--- config.mk ---
export PLATFORM = sky130hd
export DESIGN_NAME = spectro_column_writer
export DESIGN_NICKNAME = d
export VERILOG_FILES = /design/src/rtl/spectro_column_writer.sv
export SDC_FILE = /design/constraint.sdc
export NUM_CORES = 1
export LEC_CHECK = 0
export ABC_CLOCK_PERIOD_IN_PS = 4800
export CORE_UTILIZATION = 60
export CTS_BUF_LIST = sky130_fd_sc_hd__clkbuf_8
export DETAILED_ROUTE_END_ITERATION = 10
export PLACE_DENSITY_LB_ADDON = 0.3
export SYNTH_ARGS = -nofsm -noshare
export SYNTH_HDL_FRONTEND = slang
export SYNTH_SLANG_ARGS = --single-unit
export TNS_END_PERCENT = 5
--- constraint.sdc ---
create_clock -name clk -period 4.8 [get_ports clk]
set_clock_uncertainty 0.05 [all_clocks]
set_input_delay 0.96 -clock clk [delete_from_list [all_inputs] [get_ports clk]]
set_output_delay 0.96 -clock clk [all_outputs]
set_load 0.01 [all_outputs]
--- src/rtl/spectro_column_writer.sv ---
// spectro_column_writer
//
// Turns a stream of FFT magnitude beats (bin 0 first, mag_last on the final
// bin) into pixel writes for a banked spectrogram display RAM.  Each complete
// frame fills one display column.  The column ring holds NO_FFTS columns
// spread across NO_BANKS banks of COLS_PER_BANK columns each.
//
// Handshake: a beat transfers on any rising clk edge where mag_valid and
// mag_ready are both high.  mag_ready is low only during the single COMMIT
// cycle that follows a complete frame, and while reset is applied.  The
// producer may hold mag_valid high across a low-ready cycle; the beat is not
// taken until ready returns.
//
// Ports
//   clk, reset        : sole clock; asynchronous active-high reset
//   mag_valid/ready   : magnitude beat handshake
//   mag_data          : unsigned bin magnitude
//   mag_last          : final bin of a frame
//   scale_mode        : 0 = linear (shifted, saturated), 1 = log2 bit length
//   shift             : linear-mode right shift
//   freeze            : consume frames without writing or advancing the ring
//   disp_wr_en        : RAM write strobe, one cycle after the beat is taken
//   disp_bank_wr      : target bank
//   disp_wr_address   : column base + bin within the bank
//   disp_data_wr      : quantised pixel
//   OLDEST_FFT_IDX    : oldest valid column once the ring has filled
//   column_done       : one-cycle pulse two cycles after the last beat
//   frame_error       : one-cycle pulse for a frame whose mag_last is misplaced
//   dbg_state         : current FSM state (IDLE=0, WRITE=1, COMMIT=2)
module spectro_column_writer #(
  parameter int FFT_SIZE       = 256,
  parameter int NO_FFTS        = 50,
  parameter int NO_BANKS       = 2,
  parameter int RAM_ADDR_WIDTH = 12,
  parameter int MAG_WIDTH      = 16,
  parameter int DATA_WIDTH     = 4,
  localparam int BINS          = FFT_SIZE / 2,
  localparam int COLS_PER_BANK = (2 ** RAM_ADDR_WIDTH) / BINS,
  localparam int BANK_WIDTH    = (NO_BANKS > 1) ? $clog2(NO_BANKS) : 1,
  localparam int IDX_WIDTH     = $clog2(NO_FFTS)
) (
  input  logic                      clk,
  input  logic                      reset,
  input  logic                      mag_valid,
  output logic                      mag_ready,
  input  logic [MAG_WIDTH-1:0]      mag_data,
  input  logic                      mag_last,
  input  logic                      scale_mode,
  input  logic [3:0]                shift,
  input  logic                      freeze,
  output logic                      disp_wr_en,
  output logic [BANK_WIDTH-1:0]     disp_bank_wr,
  output logic [RAM_ADDR_WIDTH-1:0] disp_wr_address,
  output logic [DATA_WIDTH-1:0]     disp_data_wr,
  output logic [IDX_WIDTH-1:0]      OLDEST_FFT_IDX,
  output logic                      column_done,
  output logic                      frame_error,
  output logic [1:0]                dbg_state
);

  // Bin counter needs to reach BINS so overlong frames saturate there.
  localparam int BIN_W   = $clog2(BINS + 1);
  localparam int CIB_W   = (COLS_PER_BANK > 1) ? $clog2(COLS_PER_BANK) : 1;
  localparam int PIX_MAX = (2 ** DATA_WIDTH) - 1;

  localparam logic [1:0] S_IDLE   = 2'd0;
  localparam logic [1:0] S_WRITE  = 2'd1;
  localparam logic [1:0] S_COMMIT = 2'd2;

  generate
    if (NO_BANKS * COLS_PER_BANK < NO_FFTS) begin : g_size_check
      $error("display RAM too small for NO_FFTS columns");
    end
  endgenerate

  logic [1:0]                state_q, state_d;
  logic [BIN_W-1:0]          bin_q, bin_d;
  logic                      ready_q;
  logic                      frz_q, frz_d, mode_q, mode_d;
  logic [3:0]                shift_q, shift_d;
  logic [IDX_WIDTH-1:0]      wcol_q, wcol_d, oldest_q, oldest_d;
  logic [BANK_WIDTH-1:0]     wbank_q, wbank_d;
  logic [CIB_W-1:0]          wcib_q, wcib_d;
  logic                      fill_q, fill_d;
  logic                      wr_en_q, wr_en_d, done_q, err_q, err_d;
  logic [BANK_WIDTH-1:0]     bank_q, bank_d;
  logic [RAM_ADDR_WIDTH-1:0] addr_q, addr_d;
  logic [DATA_WIDTH-1:0]     data_q, data_d, pix;

  logic                      accept, first, commit;
  logic                      frz_eff, mode_eff;
  logic [3:0]                shift_eff;
  logic [BIN_W-1:0]          beat_bin;
  logic [31:0]               lin32;
  int                        bit_len;

  assign accept = mag_valid && ready_q;
  // The first beat of a frame arrives in IDLE; its controls apply directly,
  // later beats use the copies captured on that beat.
  assign first     = (state_q == S_IDLE);
  assign frz_eff   = first ? freeze     : frz_q;
  assign mode_eff  = first ? scale_mode : mode_q;
  assign shift_eff = first ? shift      : shift_q;
  assign beat_bin  = first ? '0 : bin_q;
  assign commit    = (state_q == S_COMMIT) && !frz_q;

  // floor(log2(x)) + 1 is the position of the highest set bit plus one.
  always_comb begin
    bit_len = 0;
    for (int i = 0; i < MAG_WIDTH; i++) begin
      if (mag_data[i]) bit_len = i + 1;
    end
  end

  assign lin32 = 32'(mag_data) >> shift_eff;

  always_comb begin
    pix = '0;
    if (mode_eff) pix = (bit_len > PIX_MAX) ? DATA_WIDTH'(PIX_MAX) : DATA_WIDTH'(bit_len);
    else          pix = (lin32 > 32'(PIX_MAX)) ? DATA_WIDTH'(PIX_MAX) : DATA_WIDTH'(lin32);
  end

  // Frame sequencing
  always_comb begin
    state_d = state_q;
    bin_d   = bin_q;
    err_d   = 1'b0;
    frz_d   = frz_q;
    mode_d  = mode_q;
    shift_d = shift_q;
    case (state_q)
      S_IDLE: begin
        if (accept) begin
          frz_d   = freeze;
          mode_d  = scale_mode;
          shift_d = shift;
          if (mag_last) begin
            err_d = 1'b1;
          end else begin
            state_d = S_WRITE;
            bin_d   = BIN_W'(1);
          end
        end
      end
      S_WRITE: begin
        if (accept) begin
          if (mag_last) begin
            bin_d = '0;
            if (bin_q == BIN_W'(BINS - 1)) begin
              state_d = S_COMMIT;
            end else begin
              state_d = S_IDLE;
              err_d   = 1'b1;
            end
          end else if (bin_q != BIN_W'(BINS)) begin
            bin_d = bin_q + BIN_W'(1);
          end
        end
      end
      S_COMMIT: state_d = S_IDLE;
      default: begin
        state_d = S_IDLE;
        bin_d   = '0;
      end
    endcase
  end

  // Column ring: the bank / column-in-bank pair is stepped alongside wcol
  // so no divider is needed to locate the column.
  always_comb begin
    wcol_d   = wcol_q;
    wbank_d  = wbank_q;
    wcib_d   = wcib_q;
    fill_d   = fill_q;
    oldest_d = oldest_q;
    if (commit) begin
      if (wcol_q == IDX_WIDTH'(NO_FFTS - 1)) begin
        wcol_d  = '0;
        wbank_d = '0;
        wcib_d  = '0;
        fill_d  = 1'b1;
      end else begin
        wcol_d = wcol_q + IDX_WIDTH'(1);
        if (wcib_q == CIB_W'(COLS_PER_BANK - 1)) begin
          wcib_d  = '0;
          wbank_d = wbank_q + BANK_WIDTH'(1);
        end else begin
          wcib_d = wcib_q + CIB_W'(1);
        end
      end
      oldest_d = fill_d ? wcol_d : '0;
    end
  end

  // Pixel write for the beat being accepted this cycle
  always_comb begin
    wr_en_d = accept && !frz_eff && (beat_bin < BIN_W'(BINS));
    bank_d  = '0;
    addr_d  = '0;
    data_d  = '0;
    if (wr_en_d) begin
      bank_d = wbank_q;
      addr_d = RAM_ADDR_WIDTH'(int'(wcib_q) * BINS + int'(beat_bin));
      data_d = pix;
    end
  end

  always_ff @(posedge clk or posedge reset) begin
    if (reset) begin
      state_q  <= S_IDLE;
      bin_q    <= '0;
      ready_q  <= 1'b0;
      frz_q    <= 1'b0;
      mode_q   <= 1'b0;
      shift_q  <= '0;
      wcol_q   <= '0;
      wbank_q  <= '0;
      wcib_q   <= '0;
      fill_q   <= 1'b0;
      oldest_q <= '0;
      wr_en_q  <= 1'b0;
      bank_q   <= '0;
      addr_q   <= '0;
      data_q   <= '0;
      done_q   <= 1'b0;
      err_q    <= 1'b0;
    end else begin
      state_q  <= state_d;
      bin_q    <= bin_d;
      ready_q  <= (state_d != S_COMMIT);
      frz_q    <= frz_d;
      mode_q   <= mode_d;
      shift_q  <= shift_d;
      wcol_q   <= wcol_d;
      wbank_q  <= wbank_d;
      wcib_q   <= wcib_d;
      fill_q   <= fill_d;
      oldest_q <= oldest_d;
      wr_en_q  <= wr_en_d;
      bank_q   <= bank_d;
      addr_q   <= addr_d;
      data_q   <= data_d;
      done_q   <= commit;
      err_q    <= err_d;
    end
  end

  assign mag_ready       = ready_q;
  assign disp_wr_en      = wr_en_q;
  assign disp_bank_wr    = bank_q;
  assign disp_wr_address = addr_q;
  assign disp_data_wr    = data_q;
  assign OLDEST_FFT_IDX  = oldest_q;
  assign column_done     = done_q;
  assign frame_error     = err_q;
  assign dbg_state       = state_q;

endmodule

# After elaboration in Yosys (flattened, before gate mapping)
# Cells that the tools add are included.
totals:
  reg_bits: 56
  out_inout_bits: 29
  wordCells: 101
op_classes:
  n_addsub: 5
  n_lt_le_gt_ge: 3
  eq_ne: 11
  shifts: 1
  mux: 52
  bitwise_logic: 1
  reduce_logical: 11
op_table:
  columns: ["operator", "n"]
  rows:
  - ["two-way mux 32 bit", 15]
  - ["two-way mux 8 bit", 6]
  - ["greater-than comparator 32 x 4 -> 1 bit, second input constant", 1]
  - ["greater-than comparator 32 x 5 -> 1 bit, second input constant", 1]
  - [">> shifter 16 x 4 -> 32 bit", 1]
  - ["case mux 8 bit (3 select lines)", 1]
  - ["two-way mux 4 bit", 5]
  - ["two-way mux 1 bit", 13]
  - ["adder 12 x 8 -> 12 bit", 1]
  - ["two-way mux 12 bit", 1]
  - ["two-way mux 6 bit", 2]
  - ["two-way mux 2 bit", 5]
  - ["two-way mux 5 bit", 2]
  - ["adder 8 x 1 -> 8 bit, second input constant", 1]
  - ["== test 8 x 7 -> 1 bit, second input constant", 1]
  - ["less-than comparator 8 bit, second input constant", 1]
  - ["!= test 8 bit, second input constant", 1]
  - ["adder 6 x 1 -> 6 bit, second input constant", 1]
  - ["== test 6 bit, second input constant", 1]
  - ["!= test 2 bit, second input constant", 3]
  - ["adder 5 x 1 -> 5 bit, second input constant", 1]
  - ["== test 5 bit, second input constant", 1]
  - ["AND reduction 5 bit", 1]
  - ["logical AND 1 bit", 4]
  - ["12 further kinds", 14]

# Depth between registers and ports, before layout
logic_depth:
  ltp_word: 20
  ltp_mapped: 10
  ltp_nobuf: 9

# Worst setup path after synthesis
# No wires, ideal clock.
synth_path:
  kind: "input -> register"
  from: "input port shift[0]"
  to: "register data_q[1], in the netlist disp_data_wr[1]"
  setup_time_ns: 0.123
  arrival_time_ns: 2.602
  t_required_ns: 4.627
  path_slack_ns: 2.025
  stages: 9
  cell_sequence: "or3b_1 > buf_2 > and2_4 > buf_6 > mux4_2 > nor2_1 > a21oi_1 > o21a_1 > o221a_1"
synth_between:
  elab_chain_len: 6
synth_rtl:
  columns: ["item", "line_no", "rtl"]
  rows:
  - ["from (decl)", "49", "input logic [3:0] shift,"]
  - ["two-way mux 4 bit (*)", "103", "assign shift_eff = first ? shift : shift_q;"]
  - [">> shifter 16 x 4 -> 32 bit (*)", "115", "assign lin32 = 32'(mag_data) >> shift_eff;"]
  - ["greater-than comparator 32 x 4 -> 1 bit", "120", "else pix = (lin32 > 32'(PIX_MAX)) ? DATA_WIDTH'(PIX_MAX) : DATA_WIDTH'(lin32);"]
  - ["two-way mux 4 bit (*)", "120", null]
  - ["two-way mux 4 bit (*)", "119", "if (mode_eff) pix = (bit_len > PIX_MAX) ? DATA_WIDTH'(PIX_MAX) : DATA_WIDTH'(bit_len);"]
  - ["two-way mux 4 bit (*)", "201", "if (wr_en_d) begin"]
  - ["net data_d[1]", "88", "logic [DATA_WIDTH-1:0] data_q, data_d, pix;"]
  - ["to (signal assigned)", "242", "data_q <= data_d;"]
  - ["to (decl)", "88", null]
# Mark *: on every way through the listed nets, which the timed path passes. The rest lies on a longest branch.
# A chain may end at the register's enable or synchronous reset.

# Worst setup path after layout
layout_path:
  from: "input port shift[0]"
  to: "register data_q[3], in the netlist disp_data_wr[3]"
# The elaborated chain is that of the path after synthesis.

==> qor.csv <==
stage;metric;value;unit
run_status;status;finished, final reports clean;
synthesis;Mapped Avg Cell Area;9.55;um2
synthesis;Synth area leader;dfrtp_1;
power_and_ir_drop;Leakage Power;0.00174;uW
synthesis;Synth Instances;348;
cts;hold buffer count at CTS;0;
sta;ratio of final minimum period to clock period;67.5;%
synthesis;synthesized cell area;3320;um2
placed_design;gpl congestion;0.915;
cts;Reg clk slew, reported paths;0.10;ns
sta;Slew Limit Fails;0;
floorplanning;Top-Level Pins;55;
synthesis;Synth cell types;57;
route;vias per cell;6.07;
synthesis;count leader, synth;dfrtp_1;
worst_setup_path;critical path class;in2reg;
synthesis;largest family of logic cells by synthesized area;simple AND/OR/NAND/NOR gates;
floorplanning;CORE AREA;5200;um2
grt;vias in the first global route;2660;
synthesis;Post-Synth Adder-Cell Area;3.01;%
cts;Bufs on Longest Clock Path;2;
worst_setup_path;CP startpoint;shift[0];
worst_setup_path;critical path peak fanout;20;
route;DRT Wirelength;7200;um
floorplanning;Die X;76.4;um
route;via count;2806;
run;max cap viols;0;
grt;Remaining Overflow, GRT;0;
floorplanning;std cell rows;26;
grt;first-pass GRT wire length;12400;um
cts;Clock Tree Root;clkbuf_8;
cts;H-tree levels;2;
route;DRC viols;0;
synthesis;synth warn;0;
floorplanning;die area;5840;um2
sta;Max Freq;0.309;GHz
synthesis;ranking of synthesized cells by instance count;dfrtp_1 (56), nand2_1 (34), nor2_1 (26), mux2i_1 (25), nor3_1 (17);
sta;final hold slack;0.426;ns
sta;min Tclk post-route;3.24;ns
sta;Final Hold Vio Count;0;
layout;Util after Layout;76.2;%
worst_hold_path;hold crit path type;reg2reg;
grt;pin count of the biggest net entering global routing;42;
sta;setup TNS;0;ns
placed_design;input/output buffers;54;
synthesis;Post-synth EDFFs;0;
synthesis;multiplexer share of the synthesized area;13.0;%
sta;Setup Viol. Count Final;0;
cts;CTS sink cnt;56;
synthesis;top cells by area, synth;dfrtp_1 (42%), mux2i_1 (7.5%), nand2_1 (3.8%), ha_1 (3.0%), nor2_1 (2.9%);
grt;initial antenna violation count;0;
synthesis;Yosys top cell area share;42.2;%
cts;Clk Latency, worst-skew pair;0.31;ns
worst_setup_path;Worst R2R Start;dbg_state[0];
route;ANT nets after route;0;
layout;layout cells sized above 1;7.40;%
worst_hold_path;hold path start;fill_q;
cts;total CTS buffers;5;
placed_design;HPWL after DPL;5250;um
worst_setup_path;CP startpoint kind;input pin;
route;Iter 0 DRT Violations;215;
layout;antenna fix cells;0;
synthesis;compound-cell area share of the yosys netlist;16.0;%
sta;RSZ-0062 raised after global routing;no;
synthesis;post-synthesis sequential area ratio;42.2;%
synthesis;ys async rst share;100;%
synthesis;Top FF cell, synth;dfrtp_1;
layout;fin nets;425;
synthesis;XOR/XNOR Fraction of Synth Area;3.43;%
grt;GRT Total Usage;26.3;%
floorplanning;Vert. Die Dim;76.4;um
synthesis;syn nets;382;
sta;Least-Margin Pin Slew;1.00;ns
cts;post-CTS sizing;0;
route;WL per Instance;15.6;um
floorplanning;Initial Util;63.8;%
worst_setup_path;CP required;4.92;ns
power_and_ir_drop;pwr dens;262;nW/um2
synthesis;simple-gate share of the synthesized area;18.3;%
sta;worst slew margin relative to its limit;33.1;%
worst_setup_path;nature of the critical path endpoint;flop;
layout;Area growth syn-to-layout;19.3;%
power_and_ir_drop;Worst IR Drop VDD;0.237;mV
cts;Setup Buffers After CTS;0;
worst_setup_path;WP data arrival;3.36;ns
cts;CTS tree;yes;
synthesis;Seq cells post-synth;56;
route;1st-pass router iterations;4;
flip-flops by register name (all words and copies together), names as in the netlist, 2 cells and up:
register / cells
shift_q: 4
dbg_state: 2
wcol_q: 6
bin_q: 8
OLDEST_FFT_IDX: 6
disp_wr_address: 12
wcib_q: 5
disp_data_wr: 4
layout make-up:
class,count,area [um2]
inverter,13,48.8
clock inverter,3,20.0
clock buffer,5,68.8
tap,70,87.6
sequential,56,1400
multi-input combinational,259,1780
fill,378,1240
timing repair buffer,56,556
placed cells by master (no fill, tap or decap), drive strengths merged, types with 8 or more instances in the layout:
| cell type | n |
|---|---|
| nor3 | 17 |
| a21oi | 16 |
| xor2 | 9 |
| nand3 | 9 |
| nor2 | 26 |
| o31ai | 10 |
| mux2i | 25 |
| inv | 13 |
| o21ai | 18 |
| mux2 | 8 |
| and2 | 10 |
| clkdlybuf4s50 | 54 |
| ha | 8 |
| dfrtp | 56 |
| nand2 | 34 |
logic make-up (layout without fill, tap and decap cells):
| kind of cell | after synthesis | in the layout |
|---|---|---|
| AOI/OAI and AO/OA | 79 | 79 |
| xor gates and xnor gates | 13 | 13 |
| adders and majority gates | 8 | 8 |
| buffers and inverters | 33 | 77 |
| DFF | 56 | 56 |
| muxes | 37 | 37 |
| and+or+nand+nor | 122 | 122 |
metal layers:
layer	vias up	track usage [%]	wire (um)
met4	0	13.8	261
met2	112	40.6	3360
li1	1349	-	-
met5	-	0	0
met3	27	4.31	389
met1	1318	35.6	3190
report_power, final:
group / internal, uW / switching, uW
registers: 493 / 21.0
logic: 132 / 143
clock network: 102 / 147
worst max-delay path: stages:
cell,delay [ns]
clkdlybuf4s50_1,0.55
or3b_1,0.46
and2_4,0.27
mux4_2,0.44
nor4_1,0.31
o211ai_2,0.16
a21oi_1,0.14
a211oi_1,0.06
per-stage QoR:
step	power (uW)	instance area (um2)	std cells	worst slack, ns
after global routing	1090	3970	462	1.27
final	1040	3970	462	1.56
after global placement	792	3880	454	1.31
after CTS	1040	3970	462	1.55
after floorplan	717	3320	348	2.03
after detailed placement	796	3880	454	1.23
worst paths after layout:
| path | slack, ns | depth (start not counted) | endpoint |
|---|---|---|---|
| max in group asynchronous | 2.90 | 3 | disp_wr_address[0] |
| hold reg to reg | 0.43 | 1 | fill_q |
| min in group asynchronous | 1.08 | 2 | wcol_q[0] |
| setup / recovery | 1.56 | 8 | disp_data_wr[3] |
| setup reg to reg | 1.60 | 7 | disp_data_wr[3] |
| hold / removal | 0.43 | 1 | fill_q |
Note: power is estimated with default switching activity, not from simulation.
